### config.mk
export PLATFORM = sky130hd
export DESIGN_NAME = bcd_calc_ndigit
export DESIGN_NICKNAME = d
export VERILOG_FILES = /design/src/rtl/bcd_calc_pkg.sv /design/src/rtl/bcd_digit_add.sv /design/src/rtl/bcd_calc_ndigit.sv
export SDC_FILE = /design/constraint.sdc
export NUM_CORES = 1
export LEC_CHECK = 0
export BUFFER_PORTS_ARGS = -buffer_cell sky130_fd_sc_hd__buf_2
export CAP_MARGIN = 5
export CORE_UTILIZATION = 55
export CTS_BUF_LIST = sky130_fd_sc_hd__clkbuf_8
export CTS_CLUSTER_DIAMETER = 200
export DETAILED_ROUTE_END_ITERATION = 8
export PLACE_DENSITY = 0.77
export SYNTH_ARGS = -nofsm -noshare
export SYNTH_HDL_FRONTEND = slang
export SYNTH_HIERARCHICAL = 1
export SYNTH_SLANG_ARGS = --single-unit
### constraint.sdc
create_clock -name CLK -period 12.3 [get_ports CLK]
set_input_delay 1.23 -clock CLK [delete_from_list [all_inputs] [get_ports CLK]]
set_output_delay 1.23 -clock CLK [all_outputs]
set_load 0.02 [all_outputs]
### src/rtl/bcd_calc_pkg.sv
// Shared definitions for the multi-digit BCD keypad calculator.
//   state_e    : calculator FSM states
//   op_e       : latched operator (OP_ADD = 0, OP_SUB = 1)
//   key_e      : decoded kind of a key event
//   SEG_DIGIT  : 7448-style active-high segment patterns for 0..9 (bit0 = a .. bit6 = g)
//   bcd_to_seg : one BCD digit to segments; non-decimal codes are blanked
package bcd_calc_pkg;

    typedef enum logic [1:0] {
        StEntryA,
        StEntryB,
        StCalc,
        StShow
    } state_e;

    typedef enum logic {
        OP_ADD = 1'b0,
        OP_SUB = 1'b1
    } op_e;

    typedef enum logic [1:0] {
        KeyDigit,
        KeyAdd,
        KeySub,
        KeyEq
    } key_e;

    // 7448 shapes: 6 has no top bar and 9 has no bottom bar.
    localparam logic [6:0] SEG_DIGIT [0:9] = '{
        7'h3F, 7'h06, 7'h5B, 7'h4F, 7'h66,
        7'h6D, 7'h7C, 7'h07, 7'h7F, 7'h67
    };

    function automatic logic [6:0] bcd_to_seg(input logic [3:0] d);
        logic [6:0] s;
        s = 7'h00;
        if (d <= 4'd9) begin
            s = SEG_DIGIT[d];
        end
        return s;
    endfunction

endpackage

### src/rtl/bcd_digit_add.sv
// Single BCD digit adder with decimal correction.
//   a_i, b_i : BCD digits (0..9)
//   cin_i    : carry in
//   sum_o    : BCD sum digit
//   cout_o   : decimal carry out (raw sum above 9)
module bcd_digit_add
    import bcd_calc_pkg::*;
(
    input  logic [3:0] a_i,
    input  logic [3:0] b_i,
    input  logic       cin_i,
    output logic [3:0] sum_o,
    output logic       cout_o
);

    logic [4:0] raw;
    logic [4:0] adj;

    always_comb begin
        raw = {1'b0, a_i} + {1'b0, b_i} + {4'b0000, cin_i};
        adj = raw - 5'd10;
        if (raw > 5'd9) begin
            sum_o  = adj[3:0];
            cout_o = 1'b1;
        end else begin
            sum_o  = raw[3:0];
            cout_o = 1'b0;
        end
    end

endmodule

### src/rtl/bcd_calc_ndigit.sv
// DIGITS-wide BCD keypad calculator (A+B / A-B), digit-serial through one shared adder.
//   CLK  : clock              CLRb : synchronous active-low reset
//   KEYn : digit keys (low)   ADDn/SUBn/EQn : operator keys (low)
//   seg  : 7 segments per digit, digit 0 in seg[6:0]
//   neg  : shown result is negative (magnitude on seg)
//   ovf  : addition carried out of the MSD
//   busy : calculation in progress
module bcd_calc_ndigit
    import bcd_calc_pkg::*;
#(
    parameter int unsigned DIGITS = 2
) (
    input  logic                  CLK,
    input  logic                  CLRb,
    input  logic [9:0]            KEYn,
    input  logic                  ADDn,
    input  logic                  SUBn,
    input  logic                  EQn,
    output logic [7*DIGITS-1:0]   seg,
    output logic                  neg,
    output logic                  ovf,
    output logic                  busy
);

    localparam int unsigned W  = 4 * DIGITS;
    localparam int unsigned CW = $clog2(DIGITS + 1);
    localparam logic [CW-1:0] DIGITS_C = CW'(DIGITS);
    localparam logic [CW-1:0] LAST_IDX = CW'(DIGITS - 1);

    // ---------------- key front end ----------------
    logic       any_key;
    logic       any_key_q;
    logic       evt_q;
    key_e       kind_raw, evt_kind_q;
    logic [3:0] digit_raw, evt_digit_q;

    assign any_key = ~(&KEYn) | ~ADDn | ~SUBn | ~EQn;

    always_comb begin
        digit_raw = 4'd0;
        // Ascending scan, so the highest pressed digit wins.
        for (int unsigned i = 0; i < 10; i++) begin
            if (!KEYn[i]) begin
                digit_raw = 4'(i);
            end
        end
        if (!EQn) begin
            kind_raw = KeyEq;
        end else if (!ADDn) begin
            kind_raw = KeyAdd;
        end else if (!SUBn) begin
            kind_raw = KeySub;
        end else begin
            kind_raw = KeyDigit;
        end
    end

    // The decoded event is registered; the FSM acts on it one edge later.
    always_ff @(posedge CLK) begin
        if (!CLRb) begin
            any_key_q   <= 1'b1;  // a key held through reset must be released first
            evt_q       <= 1'b0;
            evt_kind_q  <= KeyDigit;
            evt_digit_q <= 4'd0;
        end else begin
            any_key_q   <= any_key;
            evt_q       <= any_key & ~any_key_q;
            evt_kind_q  <= kind_raw;
            evt_digit_q <= digit_raw;
        end
    end

    // ---------------- calculator state ----------------
    state_e              state_q, state_d;
    logic [W-1:0]        a_q, a_d, b_q, b_d, r_q, r_d;
    logic [CW-1:0]       count_q, count_d, idx_q, idx_d;
    logic                carry_q, carry_d, pass2_q, pass2_d;
    op_e                 op_q, op_d;
    logic                neg_q, neg_d, ovf_q, ovf_d;
    logic [7*DIGITS-1:0] seg_q, seg_d;
    logic [W-1:0]        seg_src;

    logic [3:0] a_dig, b_dig, r_dig;
    logic [3:0] add_x, add_y, add_sum;
    logic       add_cout;

    // Digit currently addressed by the serial pass.
    always_comb begin
        a_dig = 4'd0;
        b_dig = 4'd0;
        r_dig = 4'd0;
        for (int unsigned k = 0; k < DIGITS; k++) begin
            if (idx_q == CW'(k)) begin
                a_dig = a_q[4*k +: 4];
                b_dig = b_q[4*k +: 4];
                r_dig = r_q[4*k +: 4];
            end
        end
    end

    // Pass 1: A + B or A + 9's-complement(B). Pass 2: 9's-complement(R) + 1 gives |A-B|.
    always_comb begin
        if (pass2_q) begin
            add_x = 4'd9 - r_dig;
            add_y = 4'd0;
        end else begin
            add_x = a_dig;
            add_y = (op_q == OP_SUB) ? (4'd9 - b_dig) : b_dig;
        end
    end

    bcd_digit_add u_digit_add (
        .a_i    (add_x),
        .b_i    (add_y),
        .cin_i  (carry_q),
        .sum_o  (add_sum),
        .cout_o (add_cout)
    );

    always_comb begin
        state_d = state_q;
        a_d     = a_q;
        b_d     = b_q;
        r_d     = r_q;
        count_d = count_q;
        idx_d   = idx_q;
        carry_d = carry_q;
        pass2_d = pass2_q;
        op_d    = op_q;
        neg_d   = neg_q;
        ovf_d   = ovf_q;

        unique case (state_q)
            StEntryA: begin
                if (evt_q) begin
                    case (evt_kind_q)
                        KeyDigit: begin
                            if (count_q < DIGITS_C) begin
                                a_d     = (a_q << 4) | W'(evt_digit_q);
                                count_d = count_q + CW'(1);
                            end
                        end
                        KeyAdd, KeySub: begin
                            op_d    = (evt_kind_q == KeySub) ? OP_SUB : OP_ADD;
                            b_d     = '0;
                            count_d = '0;
                            state_d = StEntryB;
                        end
                        default: ;
                    endcase
                end
            end

            StEntryB: begin
                if (evt_q) begin
                    case (evt_kind_q)
                        KeyDigit: begin
                            if (count_q < DIGITS_C) begin
                                b_d     = (b_q << 4) | W'(evt_digit_q);
                                count_d = count_q + CW'(1);
                            end
                        end
                        KeyAdd, KeySub: begin
                            op_d = (evt_kind_q == KeySub) ? OP_SUB : OP_ADD;
                        end
                        default: begin
                            idx_d   = '0;
                            carry_d = (op_q == OP_SUB);
                            pass2_d = 1'b0;
                            state_d = StCalc;
                        end
                    endcase
                end
            end

            StCalc: begin
                // Key events are dropped here.
                for (int unsigned k = 0; k < DIGITS; k++) begin
                    if (idx_q == CW'(k)) begin
                        r_d[4*k +: 4] = add_sum;
                    end
                end
                carry_d = add_cout;
                if (idx_q == LAST_IDX) begin
                    idx_d = '0;
                    if (pass2_q) begin
                        neg_d   = 1'b1;
                        state_d = StShow;
                    end else if (op_q == OP_ADD) begin
                        ovf_d   = add_cout;
                        state_d = StShow;
                    end else if (add_cout) begin
                        neg_d   = 1'b0;
                        state_d = StShow;
                    end else begin
                        // A < B: re-complement the result in a second pass.
                        pass2_d = 1'b1;
                        carry_d = 1'b1;
                    end
                end else begin
                    idx_d = idx_q + CW'(1);
                end
            end

            StShow: begin
                if (evt_q) begin
                    case (evt_kind_q)
                        KeyDigit: begin
                            a_d     = W'(evt_digit_q);
                            b_d     = '0;
                            neg_d   = 1'b0;
                            ovf_d   = 1'b0;
                            count_d = CW'(1);
                            state_d = StEntryA;
                        end
                        KeyAdd, KeySub: begin
                            // Chain only from a result that fits as a plain operand.
                            if (!neg_q && !ovf_q) begin
                                a_d     = r_q;
                                op_d    = (evt_kind_q == KeySub) ? OP_SUB : OP_ADD;
                                b_d     = '0;
                                count_d = '0;
                                state_d = StEntryB;
                            end
                        end
                        default: ;
                    endcase
                end
            end

            default: state_d = StEntryA;
        endcase
    end

    // Display follows the next-state operand so it moves together with the state.
    always_comb begin
        unique case (state_d)
            StEntryA: seg_src = a_d;
            StEntryB: seg_src = b_d;
            StShow:   seg_src = r_d;
            default:  seg_src = '0;
        endcase
        seg_d = seg_q;
        if (state_d != StCalc) begin
            for (int unsigned k = 0; k < DIGITS; k++) begin
                seg_d[7*k +: 7] = bcd_to_seg(seg_src[4*k +: 4]);
            end
        end
    end

    always_ff @(posedge CLK) begin
        if (!CLRb) begin
            state_q <= StEntryA;
            a_q     <= '0;
            b_q     <= '0;
            r_q     <= '0;
            count_q <= '0;
            idx_q   <= '0;
            carry_q <= 1'b0;
            pass2_q <= 1'b0;
            op_q    <= OP_ADD;
            neg_q   <= 1'b0;
            ovf_q   <= 1'b0;
            seg_q   <= {DIGITS{SEG_DIGIT[0]}};
        end else begin
            state_q <= state_d;
            a_q     <= a_d;
            b_q     <= b_d;
            r_q     <= r_d;
            count_q <= count_d;
            idx_q   <= idx_d;
            carry_q <= carry_d;
            pass2_q <= pass2_d;
            op_q    <= op_d;
            neg_q   <= neg_d;
            ovf_q   <= ovf_d;
            seg_q   <= seg_d;
        end
    end

    assign seg  = seg_q;
    assign neg  = neg_q;
    assign ovf  = ovf_q;
    assign busy = (state_q == StCalc);

endmodule

==> run summary <==
status -> complete, but fails checks
failing checks -> design-rule violations
RSZ-0062 raised after global routing -> no
Tightest Hold Check Type -> reg -> reg
antenna-violating nets left -> 0
GR met3 Demand/Resource -> 0.04961
count leader, synth -> dfxtp_1
logic gate share of total power -> 0.064
compound-gate portion of the synthesized area -> 0.2517
CP max stage delay -> 790 ps
number of flops mapped to enable cells by yosys -> 0
mux share of post-synthesis cell area -> 0.07861
gr usage total -> 0.2707
# IOs -> 32
worst vdd ir -> 0.07326 mV
RePlAce Congestion -> 0.8772
Max Clk Rate -> 174.2 MHz
Inst Count DP -> 529
Setup crit end kind -> register
Final Non-Filler Cells -> 545
number of global-route vias before repair -> 3,244
Crit-path slowest cell -> dfxtp_1
CP max FO -> 18
r2r endpoint -> seg[3]
cells resized by post-CTS repair -> 0
CTS clk-pin slew, worst paths -> 60 ps
clk_skew -> 8.959 ps
initial drt markers -> 268
reg2reg start -> idx_q[0]
reg2reg setup slack -> 6560 ps
CP startpoint -> idx_q[0]
Worst R2R Path Depth -> 21
post-DP HPWL -> 6.627 mm
Adder-Cell Fraction of Synth Area -> 0.07695
type of the worst setup path -> reg -> reg
cell count after synthesis -> 445
via density per instance -> 6.209
Std-Cell Rows -> 29
first-pass GRT wire length -> 15.66 mm
main combinational cell family by area after synthesis -> compound AO/OA/AOI/OAI gates
synth cell count leaders -> dfxtp_1 (57), nand2_1 (46), nor2b_1 (25)
Yosys cell types -> 72
sequential power share -> 0.443
CP startpoint kind -> register
Total Wirelength -> 9.175 mm
# fillers -> 565
total power -> 0.4245 mW
sw frac -> 0.2242
CTS H-Tree Depth -> 3
Clock Power Share -> 0.493
simple-gate share of the synthesized area -> 0.2242
die height -> 84.82 um
Via Count -> 3,384
Final WS setup -> 6559 ps
Initial Util -> 0.5808
setup bufs post-CTS -> 0
drt first pass iters -> 7
global route hottest layer -> met2
worst skew pair latency -> 350 ps
port bufs -> 31
ys async rst share -> 0
Yosys top cell area share -> 0.3025
ys flop type -> dfxtp_1
hold buffers post-CTS -> 0
crit path buf inv count -> 2
max-cap violations -> 0
Setup TNS -> 0 ps
Setup crit end -> seg[3]
clk root buf -> clkbuf_8
count of final setup violators -> 0
GRT met1 Usage -> 0.3600
worst slew pin tran -> 1166 ps
Cell Int Power -> 0.3293 mW
Crit path max-delay family -> compound AO/OA/AOI/OAI gates
global route overflow -> 0
leakage power -> 1.587 nW
Longest Clk Path Bufs -> 2
Rel. slew slack -> 0.2107
CTS tree -> built
pin count of the biggest net entering global routing -> 58
Yosys warnings -> 6
sequential area share after synthesis -> 0.3025
Die ar. -> 0.007194 sq mm
synthesized area -> 0.003772 sq mm
floorplan core area -> 0.006495 sq mm
Syn Nets -> 482
Req. time, crit path -> 12,480 ps
clock sink total -> 57
Residual DRC -> 1
Final Slew Violations -> 0
min cycle time layout -> 5741 ps
Psw -> 0.09517 mW
register bit count reported by yosys -> 57
largest cells by area after synthesis -> dfxtp_1 (30%), ha_1 (6.6%), mux2i_1 (6.4%), nand2_1 (4.6%), nor2b_1 (4.1%)
Die Width -> 84.82 um
Syn Area/Cell -> 8.477 sq um
CP Data Arrival Time -> 5920 ps
Final period util -> 0.4667
ant diodes -> 0
Final nets -> 500
Area growth syn-to-layout -> 9.619%
met2 Track Usage GR -> 0.4435
Hold Violations, Final -> 0
cell type with the largest total area after synthesis -> dfxtp_1
Avg WL per Cell -> 16.83 um
initial antenna violation count -> 0
Inserted Clock Buffers -> 9
xor/xnor cell area share of the yosys netlist -> 0.009287
dpl ws -> 6635 ps
layout cells sized above 1 -> 0.1581
PwrDens -> 102.6 mW/mm^2
WP depth -> 21
critical path, cell by cell -> mux2i_1, o21ai_0, o31ai_1, fa_1, fa_1, xnor2_1, ha_1, a31o_1, o31ai_4, or3b_1, a2bb2oi_2, o22a_1, nand2_1, mux2i_1, a21o_2, inv_1, ha_1, inv_1, o211ai_1, a31oi_1, o211ai_1
[sequential cells by signal, indices dropped and copies added, names as in the netlist]
signal,flops
seg,14
a_q,8
b_q,8
r_q,8
evt_digit_q,4
count_q,2
evt_kind_q,2
idx_q,2
state_q,2
any_key_q,1
carry_q,1
evt_q,1
neg,1
op_q,1
ovf,1
pass2_q,1
[layout by cell type (no fill, tap or decap), types with 4 or more instances in the layout]
master and n:
a22oi_1 9, o211ai_1 13, o21ai_0 17, nand2_1 46
nor2_1 24, nand3_1 11, mux2_2 5, nor2b_1 25
or3_1 7, ha_1 20, mux2i_1 24, buf_2 31
and2_1 9, inv_1 24, nor3_1 8, nand2b_1 6
or2_2 6, o311ai_1 4, a32oi_1 4, clkbuf_8 9
dfxtp_1 57, a21oi_1 20, a22o_1 6, a21boi_0 5
[power groups by stage]
stage	combinational, mW	clock, mW	sequential, mW
after floorplan	0.0195	0	0.191
after CTS	0.0271	0.212	0.188
final	0.0274	0.209	0.188
after global routing	0.0301	0.222	0.188
after global placement	0.0263	0	0.192
after detailed placement	0.0268	0	0.192
[final cells by class]
class	count	area, sq um	area share
Sequential cell	57	1141	0.2759
Inverter	24	90.09	0.02179
Tap cell	77	96.34	0.02330
Clock buffer	9	123.9	0.02995
Timing Repair Buffer	31	155.1	0.03752
Multi-Input combinational cell	340	2417	0.5846
Clock inverter	7	111.4	0.02693
[logic make-up (layout without fill, tap and decap cells)]
group	count (synthesis)	after routing
XOR/XNOR	4	4
flip-flops	57	57
buffers and inverters	48	71
multiplexers	29	29
AND/OR/NAND/NOR	161	161
adder cells (fa/ha/maj)	22	22
AO/OA/AOI/OAI	124	124
[per-stage QoR]
stage                     hold WS (ps)  cell area (sq um)    util
after floorplan                  372.9               3772       -
after global placement           378.6               3900  0.6005
after detailed placement         395.0               3900  0.6005
after CTS                        404.7               4135  0.6367
after global routing             431.0               4135  0.6367
final                            402.6               4135  0.6367
[worst min path at each step]
stage | startpoint | end | slack, ps | depth (start not counted)
6_report | any_key_q | evt_q | 400 | 1
5_1_grt | any_key_q | evt_q | 430 | 1
4_1_cts | any_key_q | evt_q | 400 | 1
3_5_place_dp | any_key_q | evt_q | 390 | 1
3_3_place_gp | any_key_q | evt_q | 380 | 1
2_1_floorplan | any_key_q | evt_q | 370 | 1
[metal layers]
layer  vias up  wire [um]
li1       1657          -
met1      1597       4252
met2       113       4216
met3        17        552
met4         0        153
met5         -          0
No activity file was read; power rests on OpenSTA's default activity.
